[src/rtl/ctrl_pkg.sv]
// Shared types and encodings for the multi-cycle RV32I control FSM.
// State enum, opcode constants and datapath mux select encodings.
package ctrl_pkg;

  typedef enum logic [3:0] {
    ST_RESET  = 4'd0,
    ST_FETCH  = 4'd1,
    ST_DECODE = 4'd2,
    ST_EXEC_R = 4'd3,
    ST_EXEC_I = 4'd4,
    ST_EXEC_U = 4'd5,
    ST_ADDR   = 4'd6,
    ST_MEM_RD = 4'd7,
    ST_MEM_WR = 4'd8,
    ST_WB_ALU = 4'd9,
    ST_WB_MEM = 4'd10,
    ST_BRANCH = 4'd11,
    ST_JAL    = 4'd12,
    ST_JALR   = 4'd13,
    ST_TRAP   = 4'd14
  } state_t;

  localparam logic [6:0] OP_R      = 7'b0110011;
  localparam logic [6:0] OP_I      = 7'b0010011;
  localparam logic [6:0] OP_LUI    = 7'b0110111;
  localparam logic [6:0] OP_AUIPC  = 7'b0010111;
  localparam logic [6:0] OP_LOAD   = 7'b0000011;
  localparam logic [6:0] OP_STORE  = 7'b0100011;
  localparam logic [6:0] OP_BRANCH = 7'b1100011;
  localparam logic [6:0] OP_JAL    = 7'b1101111;
  localparam logic [6:0] OP_JALR   = 7'b1100111;

  localparam logic [1:0] PC_PLUS4 = 2'b00;
  localparam logic [1:0] PC_REL   = 2'b01;
  localparam logic [1:0] PC_ALU   = 2'b10;

  localparam logic [1:0] WB_ALUO = 2'b00;
  localparam logic [1:0] WB_MEMD = 2'b01;
  localparam logic [1:0] WB_PC   = 2'b10;

  localparam logic [1:0] ALU_ADD   = 2'b00;
  localparam logic [1:0] ALU_BR    = 2'b01;
  localparam logic [1:0] ALU_FUNCT = 2'b10;

  localparam logic [1:0] SRCB_RS2 = 2'b00;
  localparam logic [1:0] SRCB_IMM = 2'b01;

endpackage

[src/rtl/ctrl_perf_cnt.sv]
// Cycle and retired-instruction counters for the control FSM.
// Only instantiated when CTRL_PERF_CNT_EN is defined.
module ctrl_perf_cnt
  import ctrl_pkg::*;
#(
  parameter int CNT_W = 32
) (
  input  logic             clk,
  input  logic             rst,
  input  state_t           state,
  input  state_t           state_next,
  output logic [CNT_W-1:0] cycle_cnt,
  output logic [CNT_W-1:0] instret_cnt
);

  logic run;
  logic retire;

  assign run = (state != ST_RESET) && (state != ST_TRAP);
  assign retire = (state_next == ST_FETCH) &&
                  (state != ST_FETCH) &&
                  (state != ST_RESET);

  // Count active cycles and instruction completions; wrap naturally.
  always_ff @(posedge clk or posedge rst) begin
    if (rst) begin
      cycle_cnt   <= '0;
      instret_cnt <= '0;
    end else begin
      if (run)
        cycle_cnt <= cycle_cnt + 1'b1;
      if (retire)
        instret_cnt <= instret_cnt + 1'b1;
    end
  end

endmodule

[src/rtl/multicycle_ctrl.sv]
// Multi-cycle RV32I control FSM with state-decoded datapath controls.
// Optional performance counters: define CTRL_PERF_CNT_EN.
module multicycle_ctrl
  import ctrl_pkg::*;
#(
  parameter int CNT_W = 32
) (
  input  logic             clk,
  input  logic             rst,
  input  logic [6:0]       opcode,
  input  logic             mem_ready,
  input  logic             branch_taken,
  output logic             mem_req,
  output logic             mem_we,
  output logic             mem_sel_data,
  output logic             ir_write,
  output logic             pc_write,
  output logic [1:0]       pc_src,
  output logic             reg_write,
  output logic [1:0]       wb_sel,
  output logic [1:0]       alu_op,
  output logic             alu_src_a,
  output logic [1:0]       alu_src_b,
  output logic             illegal,
  output logic [3:0]       state,
  output logic [CNT_W-1:0] cycle_cnt,
  output logic [CNT_W-1:0] instret_cnt
);

  state_t cur;
  state_t nxt;

  assign state = cur;

  // State register; reset forces all state-decoded outputs low at once.
  always_ff @(posedge clk or posedge rst) begin
    if (rst)
      cur <= ST_RESET;
    else
      cur <= nxt;
  end

  // Next-state and control decode from the current state.
  always_comb begin
    nxt          = cur;
    mem_req      = 1'b0;
    mem_we       = 1'b0;
    mem_sel_data = 1'b0;
    ir_write     = 1'b0;
    pc_write     = 1'b0;
    pc_src       = PC_PLUS4;
    reg_write    = 1'b0;
    wb_sel       = WB_ALUO;
    alu_op       = ALU_ADD;
    alu_src_a    = 1'b0;
    alu_src_b    = SRCB_RS2;
    illegal      = 1'b0;
    unique case (cur)
      ST_RESET: nxt = ST_FETCH;
      ST_FETCH: begin
        mem_req = 1'b1;
        if (mem_ready) begin
          ir_write = 1'b1;
          pc_write = 1'b1;
          nxt      = ST_DECODE;
        end
      end
      ST_DECODE: begin
        case (opcode)
          OP_R:      nxt = ST_EXEC_R;
          OP_I:      nxt = ST_EXEC_I;
          OP_LUI:    nxt = ST_EXEC_U;
          OP_AUIPC:  nxt = ST_EXEC_U;
          OP_LOAD:   nxt = ST_ADDR;
          OP_STORE:  nxt = ST_ADDR;
          OP_BRANCH: nxt = ST_BRANCH;
          OP_JAL:    nxt = ST_JAL;
          OP_JALR:   nxt = ST_JALR;
          default:   nxt = ST_TRAP;
        endcase
      end
      ST_EXEC_R: begin
        alu_op = ALU_FUNCT;
        nxt    = ST_WB_ALU;
      end
      ST_EXEC_I: begin
        alu_op    = ALU_FUNCT;
        alu_src_b = SRCB_IMM;
        nxt       = ST_WB_ALU;
      end
      ST_EXEC_U: begin
        alu_src_b = SRCB_IMM;
        alu_src_a = (opcode == OP_AUIPC);
        nxt       = ST_WB_ALU;
      end
      ST_ADDR: begin
        alu_src_b = SRCB_IMM;
        nxt = (opcode == OP_STORE) ? ST_MEM_WR
                                   : ST_MEM_RD;
      end
      ST_MEM_RD: begin
        mem_req      = 1'b1;
        mem_sel_data = 1'b1;
        if (mem_ready)
          nxt = ST_WB_MEM;
      end
      ST_MEM_WR: begin
        mem_req      = 1'b1;
        mem_we       = 1'b1;
        mem_sel_data = 1'b1;
        if (mem_ready)
          nxt = ST_FETCH;
      end
      ST_WB_ALU: begin
        reg_write = 1'b1;
        nxt       = ST_FETCH;
      end
      ST_WB_MEM: begin
        reg_write = 1'b1;
        wb_sel    = WB_MEMD;
        nxt       = ST_FETCH;
      end
      ST_BRANCH: begin
        alu_op   = ALU_BR;
        pc_write = branch_taken;
        pc_src   = PC_REL;
        nxt      = ST_FETCH;
      end
      ST_JAL: begin
        reg_write = 1'b1;
        wb_sel    = WB_PC;
        pc_write  = 1'b1;
        pc_src    = PC_REL;
        nxt       = ST_FETCH;
      end
      ST_JALR: begin
        reg_write = 1'b1;
        wb_sel    = WB_PC;
        alu_src_b = SRCB_IMM;
        pc_write  = 1'b1;
        pc_src    = PC_ALU;
        nxt       = ST_FETCH;
      end
      ST_TRAP: illegal = 1'b1;
      default: nxt = ST_TRAP;
    endcase
  end

`ifdef CTRL_PERF_CNT_EN
  ctrl_perf_cnt #(
    .CNT_W(CNT_W)
  ) u_perf (
    .clk        (clk),
    .rst        (rst),
    .state      (cur),
    .state_next (nxt),
    .cycle_cnt  (cycle_cnt),
    .instret_cnt(instret_cnt)
  );
`else
  assign cycle_cnt   = '0;
  assign instret_cnt = '0;
`endif

endmodule

[config.mk]
export PLATFORM = sky130hd
export DESIGN_NAME = multicycle_ctrl
export DESIGN_NICKNAME = d
export VERILOG_FILES = /design/src/rtl/ctrl_pkg.sv /design/src/rtl/ctrl_perf_cnt.sv /design/src/rtl/multicycle_ctrl.sv
export SDC_FILE = /design/constraint.sdc
export NUM_CORES = 1
export LEC_CHECK = 0
export ABC_AREA = 1
export BUFFER_PORTS_ARGS = -buffer_cell sky130_fd_sc_hd__buf_2
export CAP_MARGIN = 20
export CORE_ASPECT_RATIO = 1.1
export CORE_MARGIN = 2
export CORE_UTILIZATION = 38
export DETAILED_ROUTE_END_ITERATION = 10
export HOLD_SLACK_MARGIN = 0.08
export PLACE_DENSITY = 0.83
export SLEW_MARGIN = 25
export SYNTH_ARGS = -nofsm -noshare
export SYNTH_HDL_FRONTEND = slang
export SYNTH_SLANG_ARGS = --single-unit
[constraint.sdc]
create_clock -name clk -period 1.5 [get_ports clk]
set_clock_uncertainty 0.1 [all_clocks]
set_input_delay 0.225 -clock clk [delete_from_list [all_inputs] [get_ports clk]]
set_output_delay 0.225 -clock clk [all_outputs]
set_load 0.02 [all_outputs]
==> impl_results.md <==
* CP bufs+invs at 2
* Initial antenna violation count at 0
* Antenna cells at 0
* Clk sinks at 4
* Failing checks: negative setup slack
* Synthesized instance count at 182
* TritonRoute pass-1 iters at 5
* Worst min-delay path class: input port to async pin
* DIE HEIGHT at 59.8 um
* Slew Viols, Final at 0
* Area delta synth->final at 20.2%
* Vias in the first global route at 797
* F_max at 0.608 GHz
* Placed wire-length estimate at 1700 um
* Nets@finish at 237
* CORE AREA at 2730 sq um
* Min cycle time layout at 1.65 ns
* Crit path max fanout at 7
* Die Area at 3280 sq um
* Max Used Layer: met4
* Period Utilization, post-route at 110%
* Largest register FFs at 4
* Setup slack after layout at -0.146 ns
* Most common cell after layout, fill and taps aside: conb_1
* Grt ovf at 0
* Clock Latency Late Sink at 0.24 ns
* Total track usage at 13.5%
* Post-synth design cell area at 1080 sq um
* Layout cells sized above 1 at 34.7%
* Slowest-stage cell, CP: dfrtp_2
* Vias per Instance at 4.02
* Placed cell count at 246
* IO Pins at 95
* Post-Route WL at 2260 um
* Placer Congestion at 0.879
* Maximum vdd ir drop at 234 uV
* Register area share after synthesis at 9.29%
* RSZ-0062 raised after global routing: true
* PwrDens at 347 nW/um^2
* Library cells used by synthesis at 18
* Commonest cells after routing, fill and taps aside: conb_1, nand2_1, inv_1
* Final hold vios at 0
* Final Cell Area at 1290 sq um
* Met3 routed WL at 255 um
* Rows at 20
* Detailed-route DRC error count at 0
* Pin count of the biggest net entering global routing at 9
* CTS clk-pin slew, worst paths at 0.04 ns
* Routed length on met1 at 813 um
* Setup Viol. Count Final at 13
* Data required time of the worst path at 1.17 ns
* Num CTS Buffers at 3
* Run status: finished with violations
* Final core utilization at 47.5%
* Drt wl/cell at 8.74 um
* CTS tree: done
* Fillers at 268
* Lkg Pwr at 0.805 nW
* Mean Syn Cell Area at 5.92 sq um
* Family with the most delay on the worst path: flip-flops
* Total number of vias at 1037
* Number of synthesis warnings at 0
* Clock Path Buffers at 2
* H-tree level count at 1
* Dpl cell area at 1060 sq um
* Number of I/O port buffers at 29
* Initial drt markers at 23
* Antenna viol nets, final at 0
* Finished Layout Cells at 258
* Critical path cell sequence: inv_2 -> nand2_4 -> nor2_4 -> nand2_2 -> nand3_2 -> buf_6
* Met2 Wirelength at 1150 um
* First-pass GRT wire length at 3270 um
* Initial Util at 39.5%
* Worst Setup Path Type: flip-flop to primary output
* Worst path max stage delay at 0.48 ns
* Sequential cell area at 105 sq um
* Area of the multi-input gates at 732 sq um
* CP Data Arrival Time at 1.32 ns
* Setup crit end kind: primary output
* DIE WIDTH at 54.8 um
* # Max-Cap Violations at 0
* Seq cells post-synth at 4
* Setup crit start kind: flip-flop
* Root Buffer: clkbuf_4
==> synth_stat cells, drive strengths merged <==
master	instances	area share [%]
a21boi	2	1.4
a21oi	6	2.8
buf	66	46
conb	1	0.35
dfrtp	4	9.3
inv	24	8.4
nand2	35	13
nand3	8	3.7
nand4	1	0.58
nor2	27	10
nor3	2	0.93
nor3b	1	0.70
o21ai	2	0.93
o22ai	2	1.2
o31ai	1	0.70
==> tightest hold or removal path, cell delays in order <==
cell           delay (ns)
dlygate4sd3_1        0.53
buf_2                0.12
inv_1                0.12
==> per-stage QoR <==
stage	TNS [ns]	hold slack (ns)	power, mW	worst slack [ns]
floorplan	-0.115	-0.109	0.402	-0.0325
detailed placement	-0.00492	0.0203	0.292	-0.00492
CTS	-0.972	0.286	0.451	-0.102
finish	-1.14	0.306	0.449	-0.146
global route	-2.26	0.333	0.487	-0.205
global placement	0	0.0151	0.291	0.0108
==> layer usage <==
layer	up-vias	track usage, %
met5	-	0
li1	511	-
met4	0	4.64
met3	5	3.00
met2	66	23.6
met1	455	15.7
==> path summary, 6_finish.rpt <==
path | endpoint | depth (start not counted) | slack (ns) | startpoint
min in group clk | state[0] | 6 | 0.31 | mem_ready
worst max register to register | state[0] | 10 | -0.04 | state[1]
max in group asynchronous | state[0] | 3 | 0.83 | rst
worst min-delay path | state[1] | 3 | 0.31 | rst
worst max-delay path | pc_write | 6 | -0.15 | state[1]
worst min register to register | state[0] | 4 | 0.68 | state[0]
==> final cells by class <==
cell class	instances	area share, %
well taps	33	3.19
flip-flops and latches	4	8.12
clock buffers	4	2.03
repair buffers	41	23.0
multi-input cells	152	56.5
inverters	24	7.15
==> power breakdown <==
part           total [mW]  switching [mW]  internal, mW
combinational       0.188           0.170        0.0181
sequential          0.108               0         0.108
clock               0.153          0.0526         0.100
total               0.449           0.222         0.227
==> cell families (layout without fill, tap and decap cells) <==
group / after synthesis / count (layout) / synth area share [%]
AO/OA/AOI/OAI: 13 / 13 / 6.97
flip-flops: 4 / 4 / 9.29
other: 1 / 65 / 0.348
buffers and inverters: 90 / 69 / 54.7
AND/OR/NAND/NOR: 74 / 74 / 28.7
==> timing repair <==
action,in CTS,in global routing
buffers inserted,6,1
endpoints found under the setup margin,16,19
hold buffers,1,0
endpoints found under the hold margin,4,0
resized for setup,39,13
pin swaps,7,4
Note: power is estimated with default switching activity, not from simulation.
